[config.mk]
export PLATFORM = sky130hd
export DESIGN_NAME = pio_sw_responder_flat
export DESIGN_NICKNAME = d
export VERILOG_FILES = /design/src/rtl/pio_sw_responder_pkg.sv /design/src/rtl/pio_sw_responder_if.sv /design/src/rtl/pio_sw_responder_bit_timer.sv /design/src/rtl/pio_sw_responder.sv /design/src/flat_wrapper.sv
export SDC_FILE = /design/constraint.sdc
export NUM_CORES = 1
export LEC_CHECK = 0
export CORE_ASPECT_RATIO = 0.7
export CORE_UTILIZATION = 56
export DETAILED_ROUTE_END_ITERATION = 8
export GPL_ROUTABILITY_DRIVEN = 0
export HOLD_SLACK_MARGIN = 0.1
export PLACE_DENSITY = 0.79
export REMOVE_ABC_BUFFERS = 1
export SETUP_SLACK_MARGIN = 0.15
export SLEW_MARGIN = 10
export SYNTH_ARGS = -nofsm -noshare
export SYNTH_HDL_FRONTEND = slang
export SYNTH_SLANG_ARGS = --single-unit
[constraint.sdc]
create_clock -name clk -period 2.7 [get_ports clk]
set_input_delay 0.27 -clock clk [delete_from_list [all_inputs] [get_ports clk]]
set_output_delay 0.27 -clock clk [all_outputs]
set_load 0.01 [all_outputs]
[src/rtl/pio_sw_responder_pkg.sv]
// Shared types and constants for the single-wire PIO responder.
//   state_t    : responder FSM states
//   START_BIT  : line level of a start bit
//   STOP_BIT   : line level of a stop bit (also the released/idle level)
//   FRAME_BITS : start + 8 data + stop
//   max3       : elaboration-time helper used to size the shared timer
package pio_sw_pkg;

  typedef enum logic [3:0] {
    IDLE,
    RX_START,
    RX_DATA,
    RX_STOP,
    WAIT_RESP,
    TURN,
    TX_START,
    TX_DATA,
    TX_STOP
  } state_t;

  localparam logic START_BIT  = 1'b0;
  localparam logic STOP_BIT   = 1'b1;
  localparam int   FRAME_BITS = 10;

  function automatic int max3(input int a, input int b, input int c);
    int m;
    m = a;
    if (b > m) m = b;
    if (c > m) m = c;
    return m;
  endfunction

endpackage

[src/rtl/pio_sw_responder_if.sv]
// Fabric-side request/response bundle of the PIO responder.
//   rx_data/rx_valid/rx_err : received request byte, update pulse, error pulse
//   resp_data/resp_valid    : response byte offered by the fabric
//   resp_ready              : responder accepts a response
//   busy                    : responder not idle
// master = fabric logic, slave = responder.
interface pio_sw_responder_if;
  logic [7:0] rx_data;
  logic       rx_valid;
  logic       rx_err;
  logic [7:0] resp_data;
  logic       resp_valid;
  logic       resp_ready;
  logic       busy;

  modport master (
    input  rx_data, rx_valid, rx_err, resp_ready, busy,
    output resp_data, resp_valid
  );

  modport slave (
    output rx_data, rx_valid, rx_err, resp_ready, busy,
    input  resp_data, resp_valid
  );
endinterface

[src/rtl/pio_sw_responder_bit_timer.sv]
// Loadable down-counter shared by every responder state.
//   clk, rst_n : clock, async active-low reset
//   load       : load load_val this cycle (takes priority over counting)
//   load_val   : cycles until expire, must be >= 1
//   expire     : one-cycle pulse exactly load_val cycles after the load cycle
module pio_sw_bit_timer #(
  parameter int W = 8
) (
  input  logic         clk,
  input  logic         rst_n,
  input  logic         load,
  input  logic [W-1:0] load_val,
  output logic         expire
);

  logic [W-1:0] cnt;

  always_ff @(posedge clk or negedge rst_n) begin
    if (!rst_n) begin
      cnt <= '0;
    end else if (load) begin
      cnt <= load_val;
    end else if (cnt != '0) begin
      cnt <= cnt - W'(1);
    end
  end

  // Counter parks at zero, so expire fires once per load.
  assign expire = (cnt == W'(1));

endmodule

[src/rtl/pio_sw_responder.sv]
// Half-duplex single-wire responder owning one bidirectional PIO pad.
// Receives a UART-style request byte, hands it to the fabric, takes a
// response byte over valid/ready, waits a turnaround, drives the response
// frame and releases the pad.
//   clk, rst_n   : clock, async active-low reset (releases the pad at once)
//   pad_i        : pad level from the buffer, asynchronous
//   pad_o, pad_t : buffer drive level and tristate (pad_t=1 released)
//   fab          : fabric request/response bundle (slave side)
module pio_sw_responder
  import pio_sw_pkg::*;
#(
  parameter int CLKS_PER_BIT = 16,
  parameter int TURNAROUND   = 32,
  parameter int RESP_TIMEOUT = 1024
) (
  input  logic                clk,
  input  logic                rst_n,
  input  logic                pad_i,
  output logic                pad_o,
  output logic                pad_t,
  pio_sw_responder_if.slave   fab
);

  localparam int TW = $clog2(max3(CLKS_PER_BIT, TURNAROUND, RESP_TIMEOUT) + 1);
  localparam logic [TW-1:0] HALF_T   = TW'(CLKS_PER_BIT / 2);
  localparam logic [TW-1:0] BIT_T    = TW'(CLKS_PER_BIT);
  localparam logic [TW-1:0] TURN_T   = TW'(TURNAROUND);
  localparam logic [TW-1:0] TMO_T    = TW'(RESP_TIMEOUT);
  localparam logic [2:0]    LAST_BIT = 3'(FRAME_BITS - 3);

  state_t        state, state_d;
  logic          s_meta, s;
  logic          armed;
  logic [2:0]    bit_idx, bit_d;
  logic [7:0]    rx_sh, rx_sh_d;
  logic [7:0]    tx_sh, tx_sh_d;
  logic [7:0]    rx_data_q, rx_data_d;
  logic          rx_valid_q, rx_valid_d;
  logic          rx_err_q, rx_err_d;
  logic          resp_ready_q, busy_q;
  logic          pad_o_d, pad_t_d;
  logic          tmr_load, tmr_exp;
  logic [TW-1:0] tmr_val;

  pio_sw_bit_timer #(.W(TW)) u_timer (
    .clk      (clk),
    .rst_n    (rst_n),
    .load     (tmr_load),
    .load_val (tmr_val),
    .expire   (tmr_exp)
  );

  // Two-flop synchronizer; resets to the idle (pulled-up) level.
  always_ff @(posedge clk or negedge rst_n) begin
    if (!rst_n) begin
      s_meta <= 1'b1;
      s      <= 1'b1;
    end else begin
      s_meta <= pad_i;
      s      <= s_meta;
    end
  end

  always_ff @(posedge clk or negedge rst_n) begin
    if (!rst_n) begin
      state        <= IDLE;
      armed        <= 1'b0;
      bit_idx      <= 3'd0;
      pad_o        <= STOP_BIT;
      pad_t        <= 1'b1;
      rx_data_q    <= 8'h00;
      rx_valid_q   <= 1'b0;
      rx_err_q     <= 1'b0;
      resp_ready_q <= 1'b0;
      busy_q       <= 1'b0;
    end else begin
      state        <= state_d;
      // Only a high level observed while idle arms the edge detector, so
      // our own frame (seen while not idle) can never start a reception.
      armed        <= (state == IDLE) && (s == STOP_BIT);
      bit_idx      <= bit_d;
      pad_o        <= pad_o_d;
      pad_t        <= pad_t_d;
      rx_data_q    <= rx_data_d;
      rx_valid_q   <= rx_valid_d;
      rx_err_q     <= rx_err_d;
      resp_ready_q <= (state_d == WAIT_RESP);
      busy_q       <= (state_d != IDLE);
    end
  end

  always_ff @(posedge clk) begin
    rx_sh <= rx_sh_d;
    tx_sh <= tx_sh_d;
  end

  always_comb begin
    state_d    = state;
    tmr_load   = 1'b0;
    tmr_val    = BIT_T;
    bit_d      = bit_idx;
    rx_sh_d    = rx_sh;
    tx_sh_d    = tx_sh;
    rx_data_d  = rx_data_q;
    rx_valid_d = 1'b0;
    rx_err_d   = 1'b0;
    pad_o_d    = pad_o;
    pad_t_d    = pad_t;

    case (state)
      IDLE: begin
        pad_o_d = STOP_BIT;
        pad_t_d = 1'b1;
        if (armed && (s == START_BIT)) begin
          state_d  = RX_START;
          tmr_load = 1'b1;
          tmr_val  = HALF_T;
        end
      end
      RX_START: if (tmr_exp) begin
        if (s == STOP_BIT) begin
          state_d = IDLE;
        end else begin
          state_d  = RX_DATA;
          tmr_load = 1'b1;
          bit_d    = 3'd0;
        end
      end
      RX_DATA: if (tmr_exp) begin
        rx_sh_d  = {s, rx_sh[7:1]};
        bit_d    = bit_idx + 3'd1;
        tmr_load = 1'b1;
        if (bit_idx == LAST_BIT) state_d = RX_STOP;
      end
      RX_STOP: if (tmr_exp) begin
        if (s == STOP_BIT) begin
          rx_data_d  = rx_sh;
          rx_valid_d = 1'b1;
          state_d    = WAIT_RESP;
          tmr_load   = 1'b1;
          tmr_val    = TMO_T;
        end else begin
          rx_err_d = 1'b1;
          state_d  = IDLE;
        end
      end
      WAIT_RESP: begin
        // A handshake in the last timeout cycle still wins.
        if (fab.resp_valid && fab.resp_ready) begin
          tx_sh_d  = fab.resp_data;
          state_d  = TURN;
          tmr_load = 1'b1;
          tmr_val  = TURN_T;
        end else if (tmr_exp) begin
          rx_err_d = 1'b1;
          state_d  = IDLE;
        end
      end
      TURN: if (tmr_exp) begin
        state_d  = TX_START;
        tmr_load = 1'b1;
        pad_t_d  = 1'b0;
        pad_o_d  = START_BIT;
      end
      TX_START: if (tmr_exp) begin
        state_d  = TX_DATA;
        tmr_load = 1'b1;
        bit_d    = 3'd0;
        pad_o_d  = tx_sh[0];
        tx_sh_d  = {1'b0, tx_sh[7:1]};
      end
      TX_DATA: if (tmr_exp) begin
        tmr_load = 1'b1;
        bit_d    = bit_idx + 3'd1;
        if (bit_idx == LAST_BIT) begin
          state_d = TX_STOP;
          pad_o_d = STOP_BIT;
        end else begin
          pad_o_d = tx_sh[0];
          tx_sh_d = {1'b0, tx_sh[7:1]};
        end
      end
      TX_STOP: if (tmr_exp) begin
        state_d = IDLE;
        pad_t_d = 1'b1;
        pad_o_d = STOP_BIT;
      end
      default: state_d = IDLE;
    endcase
  end

  assign fab.rx_data    = rx_data_q;
  assign fab.rx_valid   = rx_valid_q;
  assign fab.rx_err     = rx_err_q;
  assign fab.resp_ready = resp_ready_q;
  assign fab.busy       = busy_q;

endmodule

[src/flat_wrapper.sv]
// flat-port wrapper written by rule: the top's interface ports become plain ports
module pio_sw_responder_flat import pio_sw_pkg::*;
#(
  parameter int CLKS_PER_BIT = 16,
  parameter int TURNAROUND   = 32,
  parameter int RESP_TIMEOUT = 1024
)
  (clk, rst_n, pad_i, pad_o, pad_t, fab_rx_data, fab_rx_valid, fab_rx_err, fab_resp_ready, fab_busy, fab_resp_data, fab_resp_valid);
  pio_sw_responder_if fab_i ();
  input  logic clk;
  input  logic rst_n;
  input  logic pad_i;
  output logic pad_o;
  output logic pad_t;
  output wire logic [$bits(fab_i.rx_data)-1:0] fab_rx_data;
  output wire logic [$bits(fab_i.rx_valid)-1:0] fab_rx_valid;
  output wire logic [$bits(fab_i.rx_err)-1:0] fab_rx_err;
  output wire logic [$bits(fab_i.resp_ready)-1:0] fab_resp_ready;
  output wire logic [$bits(fab_i.busy)-1:0] fab_busy;
  input wire logic [$bits(fab_i.resp_data)-1:0] fab_resp_data;
  input wire logic [$bits(fab_i.resp_valid)-1:0] fab_resp_valid;
  assign fab_rx_data = fab_i.rx_data;
  assign fab_rx_valid = fab_i.rx_valid;
  assign fab_rx_err = fab_i.rx_err;
  assign fab_resp_ready = fab_i.resp_ready;
  assign fab_busy = fab_i.busy;
  assign fab_i.resp_data = fab_resp_data;
  assign fab_i.resp_valid = fab_resp_valid;
  pio_sw_responder #(.CLKS_PER_BIT(CLKS_PER_BIT), .TURNAROUND(TURNAROUND), .RESP_TIMEOUT(RESP_TIMEOUT)) u_core (.clk(clk), .rst_n(rst_n), .pad_i(pad_i), .pad_o(pad_o), .pad_t(pad_t), .fab(fab_i));
endmodule
**Word-level counts from Yosys, hierarchy flattened**

Index checks and enable logic that the tools add are counted.

- Register bits after elaboration: 51
- Output and inout bits: 14
- Logic and storage cells: 106
- Input bits: 12

- Muxes and demuxes: 49
- Equal/unequal tests: 20
- Add/sub/neg operators: 2
- Bitwise operators: 1
- Reductions and logical operators: 19

Operators with widths:

| cell | count |
|---|---|
| 11-bit two-way mux | 4 |
| 4-bit two-way mux | 11 |
| 4-bit one-hot mux with 9 select lines | 1 |
| 11-bit one-hot mux with 3 select lines | 1 |
| 8-bit two-way mux | 4 |
| 8-bit one-hot mux with 3 select lines | 1 |
| 4-bit by 3-bit equality test with 1-bit output, second input constant | 5 |
| 3-bit two-way mux | 5 |
| 5-bit AND reduction | 3 |
| 1-bit two-way mux | 14 |
| 2-bit by 1-bit inequality test with 1-bit output, second input constant | 7 |
| 11-bit by 1-bit equality test with 1-bit output, second input constant | 1 |
| 11-bit nonzero test | 1 |
| 11-bit by 1-bit subtractor with 11-bit output, second input constant | 1 |
| 1-bit one-hot mux with 5 select lines | 2 |
| 3-bit one-hot mux with 3 select lines | 1 |
| 3-bit nonzero test | 3 |
| 4-bit by 2-bit equality test with 1-bit output, second input constant | 2 |
| 6-bit two-way mux | 1 |
| 3-bit AND reduction | 2 |
| 5-bit two-way mux | 1 |
| 5-bit nonzero test | 1 |
| 4-bit by 1-bit equality test with 1-bit output, second input constant | 1 |
| 4-bit equality test, second input constant | 1 |
| other kinds (14) | 17 |

**Logic depth before layout (Yosys ltp)**

- Word-level depth: 5
- Mapped depth: 8

**Cells and area by module**

Synthesis repeated with hierarchy kept, for this count alone.

- Cells, all modules: 220
- Area, all modules: 2526.2 µm²

Modules (own cells, without submodules):

| module | area each (µm²) | instances | cells each | sequential area each (µm²) |
|---|---|---|---|---|
| pio_sw_responder | 1866.8 | 1 | 153 | 1086.0 |
| pio_sw_bit_timer | 659.4 | 1 | 67 | 275.3 |

**Worst setup path before layout**

Ideal clock, no wire load.

- Path kind: reg2reg
- Start: reg u_core.u_timer.cnt[8]
- End: reg u_core.rx_sh[0], enable pin
- Period minus slack after synthesis: 2.265 ns
- Path slack: 0.435 ns
- Arrival time: 1.870 ns
- Buffers on the path: 0
- Required time: 2.305 ns
- Stages on the path, launching flop included: 4
- Cells stage by stage: dfrtp_1 -> nor4_4 -> nand4_4 -> nor4_1

- Word-level cells in the longest chain between the ends: 2

RTL lines:

| item | RTL line | text |
|---|---|---|
| start, declared | pio_sw_responder_bit_timer.sv:16 | `logic [W-1:0] cnt;` |
| start signal, assigned | pio_sw_responder_bit_timer.sv:22 | `cnt <= load_val;` |
| start signal, assigned | pio_sw_responder_bit_timer.sv:24 | `cnt <= cnt - W'(1);` |
| 11-bit by 1-bit equality test with 1-bit output | pio_sw_responder_bit_timer.sv:29 | `assign expire = (cnt == W'(1));` |
| 2-bit AND reduction (no source line) | n/a |  |
| end signal, assigned | pio_sw_responder.sv:93 | `rx_sh <= rx_sh_d;` |
| end, declared | pio_sw_responder.sv:35 | `logic [7:0] rx_sh, rx_sh_d;` |

No other way between the ends.
A chain may end at the register's enable or synchronous reset.

**Worst setup path in the final report**

- Start: reg u_core.u_timer.cnt[8]
- End: reg u_core.tx_sh[4], enable pin

- Word-level cells in the longest chain between the ends: 3
- Elaborated cells on any way between the ends: 4

RTL lines:

| item | RTL line | text |
|---|---|---|
| 11-bit by 1-bit equality test with 1-bit output (*) | pio_sw_responder_bit_timer.sv:29 |  |
| 2-bit by 1-bit inequality test with 1-bit output (no source line) | n/a |  |
| 5-bit AND reduction (no source line) (*) | n/a |  |
| end signal, assigned | pio_sw_responder.sv:94 | `tx_sh <= tx_sh_d;` |
| end, declared | pio_sw_responder.sv:36 | `logic [7:0] tx_sh, tx_sh_d;` |

Every way passes the cells marked *; elsewhere a longest branch is shown, timed or not.

==> results.md <==
- Largest net degree at the start of global routing: 36
- Sw Pwr: 285 uW
- Row count: 19
- Top-area cell type share of the netlist area: 0.312
- WP data required: 2.68 ns
- Syn-to-layout area delta: 16.0%
- Tightest Pin Transition: 0.810 ns
- First-pass GRT wire length: 8090 um
- RR Startpoint: u_core.u_timer.cnt[8]$_DFFE_PN0P_
- Seq cells post-synth: 51
- Most frequent cells in the layout: dfrtp_1, nand2_1, clkdlybuf4s50_1, nor2_1, edfxtp_1
- Bufs on Longest Clock Path: 2
- Reg2Reg Setup Slack: 0.44 ns
- Dpl hpwl: 3420 um
- Area leader, netlist: dfrtp_1
- Power Internal: 1.01 mW
- Post-Synth XOR/XNOR Area: 0.0317
- Global-route usage over all layers: 0.235
- ANT cells: 0
- Core Area: 4090 um2
- Final hold vios: 0
- I/O pin total: 26
- Part of the cycle the worst path needs: 0.836
- Final Power: 1.29 mW
- PwrDens: 448 nW/um2
- Synth Area in Compound Gates: 0.0814
- Slowest CP cell: nor4_4
- Crit Path Max Fanout: 8
- Iteration-0 DRC Markers: 153
- Top post-synthesis cells by area: dfrtp_1, edfxtp_1, mux2_2
- Crit path arrival time: 2.23 ns
- Synth unique cells: 47
- HP Class: in2async
- Layout Nets: 267
- Final Core Density: 0.706
- Worst slew margin: 0.455
- FILL cells: 300
- Post-CTS setup buffer count: 0
- Crit path kind: reg2reg
- Die height: 57.8 um
- Status: finished, final reports clean
- ANT nets after route: 0
- Fmax: 443 MHz
- Post-Synth Adder-Cell Area: 0.0251
- Grt ovf: 0
- Async S/R FF share, synth: 0.686
- Post-synth EDFFs: 16
- Total CTS buffers: 5
- Mux contribution to synthesized area: 0.0573
- Switch share: 0.220
- Fin crit period: 2.26 ns
- Clock Skew: 0.0109 ns
- Placed cell count: 295
- Cts hold-fix bufs: 0
- DRT Wirelength: 4810 um
- CP peak stage delay: 0.47 ns
- Clock Pin Slew Worst Setup and Hold Paths: 0.10 ns
- Layout cells sized above 1: 0.159
- Clk sink count: 51
- Fin. max-slew vios: 0
- Seq/Total Area, Yosys: 0.547
- Simple-gate area share of the yosys netlist: 0.234
- Die X: 81.7 um
- Syn_area_per_cell: 11.2 um2
- Setup TNS: 0 ns
- Cells after Synth: 223
- Via count: 1749
- Startpoint Class: register
- Worst R2R Path Depth: 5
- VDD IR max: 0.000329 V
- Leakage: 1.14 nW
- I/O Buffers: 25
- Vias per cell: 5.77
- Yosys warning total: 0
- Most common cell after layout, fill and taps aside: dfrtp_1
- Initial antenna violation count: 0
- CTS resizes: 0
- RSZ-0062 raised after global routing: no
- Initial Util: 0.609
- Clk_lat worst skew: 0.31 ns
- Logic gate share of total power: 0.026
- DR DRC count: 0
- Worst R2R End: u_core.tx_sh[4]$_DFFE_PP_
- Sequential Power Share: 0.619
- Main combinational cell family by area after synthesis: simple AND/OR/NAND/NOR gates
- Worst-path cell chain: nor4_4 > and4_2 > nand2_1 > o22ai_1 > and2_1
- Setup violators final: 0
- CTS tree: yes
- CTS HTree Levels: 2
- Die area: 4720 um2
- Pre-antenna DRT Iters: 4
- Vias in the first global route: 1600
- WL/cell: 15.9 um
- Ys flop type: dfrtp_1
- Clock root cell: clkbuf_8
- Crit end category: register
- Area of the mapped netlist: 2490 um2
- Clock power share: 0.355
- Total of max-cap violations: 0
- Final cell count without fillers: 303
power by group through the flow:
| stage | logic, mW | registers, mW | clock network [mW] |
|---|---|---|---|
| 2_1_floorplan | 0.00607 | 0.815 | 0 |
| 3_3_place_gp | 0.0338 | 0.816 | 0 |
| 3_5_place_dp | 0.0352 | 0.816 | 0 |
| 4_1_cts | 0.0353 | 0.800 | 0.471 |
| 5_1_grt | 0.0380 | 0.801 | 0.502 |
| 6_report | 0.0340 | 0.800 | 0.458 |
routing by layer:
layer,wire [um],share of wire,GRT usage,vias to the layer above
met3,290,0.060,0.0598,6
met4,34,0.0071,0.0652,0
met1,2480,0.52,0.370,821
li1,-,-,-,858
met5,0,0,0,-
met2,2010,0.42,0.320,64
synthesized netlist by cell type (2+ instances only):
| cell type | count |
|---|---|
| dfrtp_1 | 31 |
| nand2_1 | 27 |
| nor2_1 | 19 |
| edfxtp_1 | 16 |
| mux2_2 | 10 |
| a21oi_1 | 9 |
| nand3_1 | 8 |
| nor2b_1 | 8 |
| o21ai_0 | 7 |
| clkbuf_1 | 6 |
| nor3_1 | 6 |
| and2_1 | 5 |
| ha_1 | 5 |
| xor2_1 | 5 |
| dfstp_2 | 4 |
| nand4_1 | 4 |
| xnor2_1 | 4 |
| buf_4 | 3 |
| mux2i_1 | 3 |
| nand2b_1 | 3 |
| nor4_1 | 3 |
| or2_2 | 3 |
| a211oi_1 | 2 |
| a22o_1 | 2 |
| and4_2 | 2 |
| inv_1 | 2 |
| nand4_4 | 2 |
| nand4b_1 | 2 |
| nor4b_1 | 2 |
| o22ai_1 | 2 |
| o31ai_1 | 2 |
layout make-up:
| type | count | area (um2) | share of cell area |
|---|---|---|---|
| clock inverter | 3 | 26.3 | 0.00910 |
| multi-input combinational | 160 | 1070 | 0.371 |
| timing repair buffer | 30 | 288 | 0.0997 |
| clock buffer | 5 | 68.8 | 0.0238 |
| inverter | 2 | 7.51 | 0.00260 |
| sequential | 51 | 1360 | 0.472 |
| tap | 52 | 65.1 | 0.0225 |
state kept, by name, summed over array words and instances, names as in the netlist, 3 cells and up:
signal,count
u_core.fab.rx_data,8
u_core.u_timer.cnt,11
u_core.state,4
u_core.bit_idx,3
u_core.tx_sh,8
u_core.rx_sh,8
critical path, delay by kind of cell (launching register included):
kind	cells	cell delay, ns
AOI/OAI and AO/OA	1	0.15
and+or+nand+nor	4	1.33
DFF	1	0.45
per-stage QoR:
stage | cell area (um2) | worst slack [ns] | hold WS, ns
3_5_place_dp | 2790 | 0.419 | 0.355
3_3_place_gp | 2790 | 0.502 | 0.347
5_1_grt | 2890 | 0.298 | 0.355
4_1_cts | 2890 | 0.420 | 0.359
6_report | 2890 | 0.444 | 0.362
2_1_floorplan | 2440 | 0.435 | -0.0256
cell families after synthesis:
| group | count (synthesis) |
|---|---|
| AOI/OAI and AO/OA | 31 |
| xor gates and xnor gates | 9 |
| adders and majority gates | 5 |
| buffers and inverters | 12 |
| DFF | 51 |
| muxes | 13 |
| and+or+nand+nor | 102 |
how the worst max path moves through the flow:
stage                                            startpoint  cells after the start  slack, ns                             to
after floorplan           u_core.u_timer.cnt[8]$_DFFE_PN0P_                      3       0.44      u_core.rx_sh[0]$_DFFE_PP_
after global placement    u_core.u_timer.cnt[8]$_DFFE_PN0P_                      5       0.50  u_core.tx_sh[7]$_SDFFCE_PN0P_
after detailed placement  u_core.u_timer.cnt[8]$_DFFE_PN0P_                      5       0.42      u_core.tx_sh[5]$_DFFE_PP_
after CTS                 u_core.u_timer.cnt[8]$_DFFE_PN0P_                      5       0.42      u_core.tx_sh[4]$_DFFE_PP_
after global routing      u_core.u_timer.cnt[8]$_DFFE_PN0P_                      5       0.30      u_core.tx_sh[4]$_DFFE_PP_
final                     u_core.u_timer.cnt[8]$_DFFE_PN0P_                      5       0.44      u_core.tx_sh[4]$_DFFE_PP_
No activity file was read; power rests on OpenSTA's default activity.
